--- src/rtl/branch_target_gen.sv ---
// branch_target_gen: phase-scheduled branch target generator with a one-entry valid/ready output register
module branch_target_gen #(
  parameter int XLEN       = 32,
  parameter int PHASES     = 10,
  parameter int CALC_PHASE = 4,
  parameter int IMM_SHIFT  = 1
) (
  input  logic                      clock,
  input  logic                      reset,
  input  logic                      stall,
  input  logic [XLEN-1:0]           pc_in,
  input  logic [XLEN-1:0]           imm_in,
  input  logic [XLEN-1:0]           rs1_in,
  input  logic [1:0]                mode,
  input  logic                      target_ready,
  output logic [XLEN-1:0]           target_out,
  output logic                      target_valid,
  output logic                      misaligned,
  output logic                      overrun,
  output logic [$clog2(PHASES)-1:0] phase_out
);
  localparam int CW = $clog2(PHASES);
  typedef enum logic {EMPTY, FULL} state_t;
  state_t state, state_next;
  logic [CW-1:0] cnt, cnt_next;
  logic [XLEN-1:0] simm, sum_pc, sum_rs1, result;
  logic calc, active, load, drop;
  assign simm    = imm_in << IMM_SHIFT;
  assign sum_pc  = pc_in + simm;
  assign sum_rs1 = rs1_in + simm;
  assign result  = mode == 2'b00 ? sum_pc : mode == 2'b01 ? {sum_rs1[XLEN-1:1], 1'b0} : pc_in + XLEN'(4);
  assign cnt_next = cnt == CW'(PHASES - 1) ? '0 : cnt + CW'(1);
  assign calc     = !stall && cnt_next == CW'(CALC_PHASE);
  assign active   = calc && mode != 2'b11;
  assign target_valid = state == FULL;
  assign phase_out    = cnt;
  // Control: a real compute event loads when the slot is free or being drained, else it is dropped;
  // an accepted result with no compute event on the same edge empties the slot
  always_comb begin
    load       = active && (state == EMPTY || target_ready);
    drop       = active && state == FULL && !target_ready;
    state_next = load ? FULL : (state == FULL && target_ready && !calc) ? EMPTY : state;
  end
  // State, phase counter, result register and sticky overrun flag
  always_ff @(posedge clock or posedge reset) begin
    if (reset) begin
      state      <= EMPTY;
      cnt        <= '0;
      target_out <= '0;
      misaligned <= 1'b0;
      overrun    <= 1'b0;
    end else begin
      state <= state_next;
      if (!stall) cnt <= cnt_next;
      if (load) begin
        target_out <= result;
        misaligned <= mode != 2'b10 && result[1:0] != 2'b00;
      end
      if (drop) overrun <= 1'b1;
    end
  end
endmodule

--- config.mk ---
export PLATFORM = sky130hd
export DESIGN_NAME = branch_target_gen
export DESIGN_NICKNAME = d
export VERILOG_FILES = /design/src/rtl/branch_target_gen.sv
export SDC_FILE = /design/constraint.sdc
export NUM_CORES = 1
export LEC_CHECK = 0
export ABC_AREA = 1
export CORE_UTILIZATION = 50
export CTS_CLUSTER_DIAMETER = 60
export CTS_CLUSTER_SIZE = 12
export DETAILED_ROUTE_END_ITERATION = 10
export GPL_TIMING_DRIVEN = 0
export PLACE_DENSITY = 0.74
export SYNTH_ARGS = -nofsm -noshare
export SYNTH_HDL_FRONTEND = slang
export SYNTH_SLANG_ARGS = --single-unit
--- constraint.sdc ---
create_clock -name clock -period 2.3 [get_ports clock]
set_clock_uncertainty 0.1 [all_clocks]
set_input_delay 0.46 -clock clock [delete_from_list [all_inputs] [get_ports clock]]
set_output_delay 0.46 -clock clock [all_outputs]
set_load 0.05 [all_outputs]
==> results.ini, run 1 <==
[layout]
layout-drive-gt1-share_pct = 23.95
nets = 1542
fill_cells = 1021
diodes = 0
syn2layout_area_growth_pct = 50.53
fin_util_pct = 76.81

[grt]
grt_usage_pct = 41.52
antenna_found_initial = 0
grt_max_degree = 40
overflow = 0
grt_pass1_vias = 8428
grt_pass1_wl_mm = 44.67

[floorplan]
die_y_um = 118.0
core_um2 = 13190
fp.dieW_um = 118.0
start_util_pct = 51.02
ios = 141
die_area_um2 = 13930
std_cell_rows = 42

[route]
dr_wl_met3_mm = 3.451
route.met2.wl_mm = 13.49
wl_met1_mm = 12.25
top_layer_used = met4
wirelength_mm = 30.55
routedWlPerCell_um = 19.66
dr_total_vias = 9196
antenna_left = 0
drtIter0Drc = 890
drc_errors = 0
first_pass_iters = 6
viasPerCell = 5.918

[cts]
ctsLongestPathBuffers = 2
root_buffer = clkbuf_16
hold_buffers = 0
cts-htree-levels = 2
clock_latency_ns = 0.29
cts_buffers = 5
cts_tree = built
clk_pin_slew_ns = 0.06
clock_sinks = 39

[outcome]
status = complete, but fails checks
violations = negative setup slack

[worst_setup_path]
r2r-start = phase_out[0]
arrival_ns = 2.41
critPathLaunchType = input port
r2r_slack_ns = 0.20
reg2reg_to = target_out[26]
endpoint_kind = flop
crit_required_ns = 2.40
crit_path_max_fanout = 10
timing.critical_path.from = stall
worstRegToRegCells = 13
critPathKind = in2reg
cp-endpoint = target_out[26]

[power_and_ir_drop]
internal_power_mw = 3.004
p_switching_mw = 3.400
p_leak_nw = 4.839
power_frac_clock_pct = 11.2
combinationalPowerShare_pct = 69.2
power_frac_seq_pct = 19.6
vdd_drop_max_uv = 514.2
switching_share_pct = 53.09
total_power_mw = 6.404
power_density_nw_per_um2 = 632.1

[timing]
slew_viol_final = 0
final.period_utilization_pct = 100.7
final-hold-violation-count = 0
fin_ws_ns = -0.01554
rsz0062_at_grt = yes
period_needed_ns = 2.316
fmax_mhz = 431.9
setup_violations = 2
relSlewSlack_pct = 43.08
tightest_slew_ns = 0.8526

[synthesis]
synth_cell_type_count = 40
synth_area_um2 = 6730
synth-seq-cells = 39
syn_inst = 1202
synthArstFlopShare_pct = 100.0
seq_area_frac_synth_pct = 14.50
yosysTopAreaCell = nand2_1
synthFlopType = dfrtp_1
synth_edf_count = 0
syn_avg_cell_area_um2 = 5.599
yosysWarnings = 0
synth_area_leaders = nand2_1 (21%), dfrtp_1 (15%), ha_1 (11%)
synth_top_area_share_pct = 21.03
syn_nets = 1367

[placed_design]
portBuffers = 138
hpwl_mm = 22.74
gp_congestion = 1.049

[job]
drv_cap = 0

[min_path]
hp-class = reg2reg

==> Yosys cell counts (2+ instances only) <==
cell type / instances
nor2_4: 2
dfrtp_1: 39
ha_1: 61
a21o_1: 2
nand4_1: 22
clkbuf_1: 8
o21a_1: 7
a2bb2oi_1: 2
nor2_1: 126
nor3_1: 25
nand3b_1: 19
or2_2: 10
o21bai_1: 15
and2_1: 2
o22ai_1: 3
inv_1: 172
nand2_1: 377
o21ai_0: 65
nand3_1: 106
a221oi_1: 2
xor2_1: 11
xnor2_1: 6
buf_2: 6
nor2_2: 3
a21oi_1: 93
nand3_2: 3
fa_1: 2
==> worst min-delay path by stage <==
stage,from,endpoint,slack [ns],depth (start not counted)
after floorplan,stall,phase_out[0],0.44,1
after global placement,target_out[10],target_out[10],0.36,2
after detailed placement,target_out[10],target_out[10],0.36,2
after CTS,target_out[10],target_out[10],0.38,2
after global routing,target_out[1],target_out[1],0.41,2
final,target_out[10],target_out[10],0.38,2
==> power by group through the flow <==
stage	sequential (mW)	clock, mW	combinational [mW]
final	1.26	0.715	4.43
after global routing	1.29	0.731	4.67
after CTS	1.25	0.709	4.10
after detailed placement	1.25	0	3.81
after global placement	1.24	0	3.78
after floorplan	2.35	0	1.34
==> kinds of logic (layout without fill, tap and decap cells) <==
| kind of cell | count (synthesis) | count (layout) | share of synthesized area (%) |
|---|---|---|---|
| simple gates | 701 | 701 | 44.99 |
| flops | 39 | 39 | 14.50 |
| buf+inv | 188 | 364 | 10.60 |
| xor+xnor | 17 | 17 | 2.212 |
| fa+ha+maj | 63 | 63 | 11.94 |
| compound gates | 194 | 194 | 15.77 |
==> stage by stage <==
| stage | setup WS [ns] | hold slack (ns) | instance area (um2) | instances | TNS, ns |
|---|---|---|---|---|---|
| after floorplan | 0.003267 | 0.4425 | 6730 | 1202 | 0 |
| after global placement | -0.9679 | 0.3632 | 8332 | 1516 | -24.22 |
| after detailed placement | -0.9898 | 0.3643 | 8332 | 1516 | -22.57 |
| after CTS | -0.01033 | 0.3812 | 9540 | 1546 | -0.01408 |
| after global routing | -0.06685 | 0.4063 | 10130 | 1554 | -0.3580 |
| final | -0.01554 | 0.3759 | 10130 | 1554 | -0.03063 |
==> worst max-delay path: stages <==
cell and delay [ns]:
clkdlybuf4s50_1 0.45, nor2_2 0.17, nand2_2 0.11, nor3_4 0.23, nand2_2 0.12, nor2_4 0.14, buf_12 0.13, inv_2 0.04
clkbuf_4 0.20, a21oi_4 0.16, nand3_1 0.10, nand2_1 0.07, inv_1 0.03
==> layer usage <==
layer  vias to the layer above  track usage [%]
met4                         0            15.54
met2                       577            66.14
met5                         -                0
met3                       116            6.783
li1                       4278                -
met1                      4225            56.05
==> cells in the final DEF (no fill, tap or decap), drive strengths merged <==
cell type | netlist | routed
a21boi | 1 | 1
a21o | 2 | 2
a21oi | 93 | 93
a221oi | 2 | 2
a2bb2oi | 2 | 2
a31oi | 1 | 1
and2 | 2 | 2
and3 | 2 | 2
buf | 6 | 39
clkbuf | 8 | 42
clkdlybuf4s15 | 0 | 5
clkdlybuf4s50 | 0 | 54
clkinv | 1 | 2
clkinvlp | 0 | 2
dfrtp | 39 | 39
dlygate4sd2 | 0 | 24
dlymetal6s2s | 0 | 23
fa | 2 | 2
ha | 61 | 61
inv | 173 | 173
nand2 | 377 | 377
nand2b | 1 | 1
nand3 | 109 | 109
nand3b | 20 | 20
nand4 | 22 | 22
nor2 | 131 | 131
nor3 | 27 | 27
o21a | 7 | 7
o21ai | 67 | 67
o21bai | 15 | 15
o221ai | 1 | 1
o22ai | 3 | 3
or2 | 10 | 10
xnor2 | 6 | 6
xor2 | 11 | 11
==> state kept, by name, summed over array words and instances (netlist names) <==
signal and cells:
misaligned 1, phase_out 4, overrun 1, target_valid 1, target_out 32
==> repair_timing <==
action,in CTS,in global routing
pin swaps,33,57
buffers inserted,22,8
gates cloned,0,0
endpoints found under the setup margin,33,33
gates resized for setup,224,241
==> final cells by class <==
| class | count | area (um2) | share of cell area, % |
|---|---|---|---|
| Buffer | 14 | 80.08 | 0.7904 |
| Clock buffer | 5 | 125.1 | 1.235 |
| Clock inverter | 3 | 20.02 | 0.1976 |
| Tap cell | 176 | 220.2 | 2.174 |
| Sequential cell | 39 | 975.9 | 9.633 |
| Inverter | 174 | 656.9 | 6.484 |
| Timing Repair Buffer | 168 | 1506 | 14.87 |
| Multi-Input combinational cell | 975 | 6546 | 64.62 |
Note: power is estimated with default switching activity, not from simulation.
==> run 2: changes to the inputs <==
- HOLD_SLACK_MARGIN: not set -> 0.08
==> results of run 2 <==
The final DEF is identical to that of run 1; final timing and power are the same.
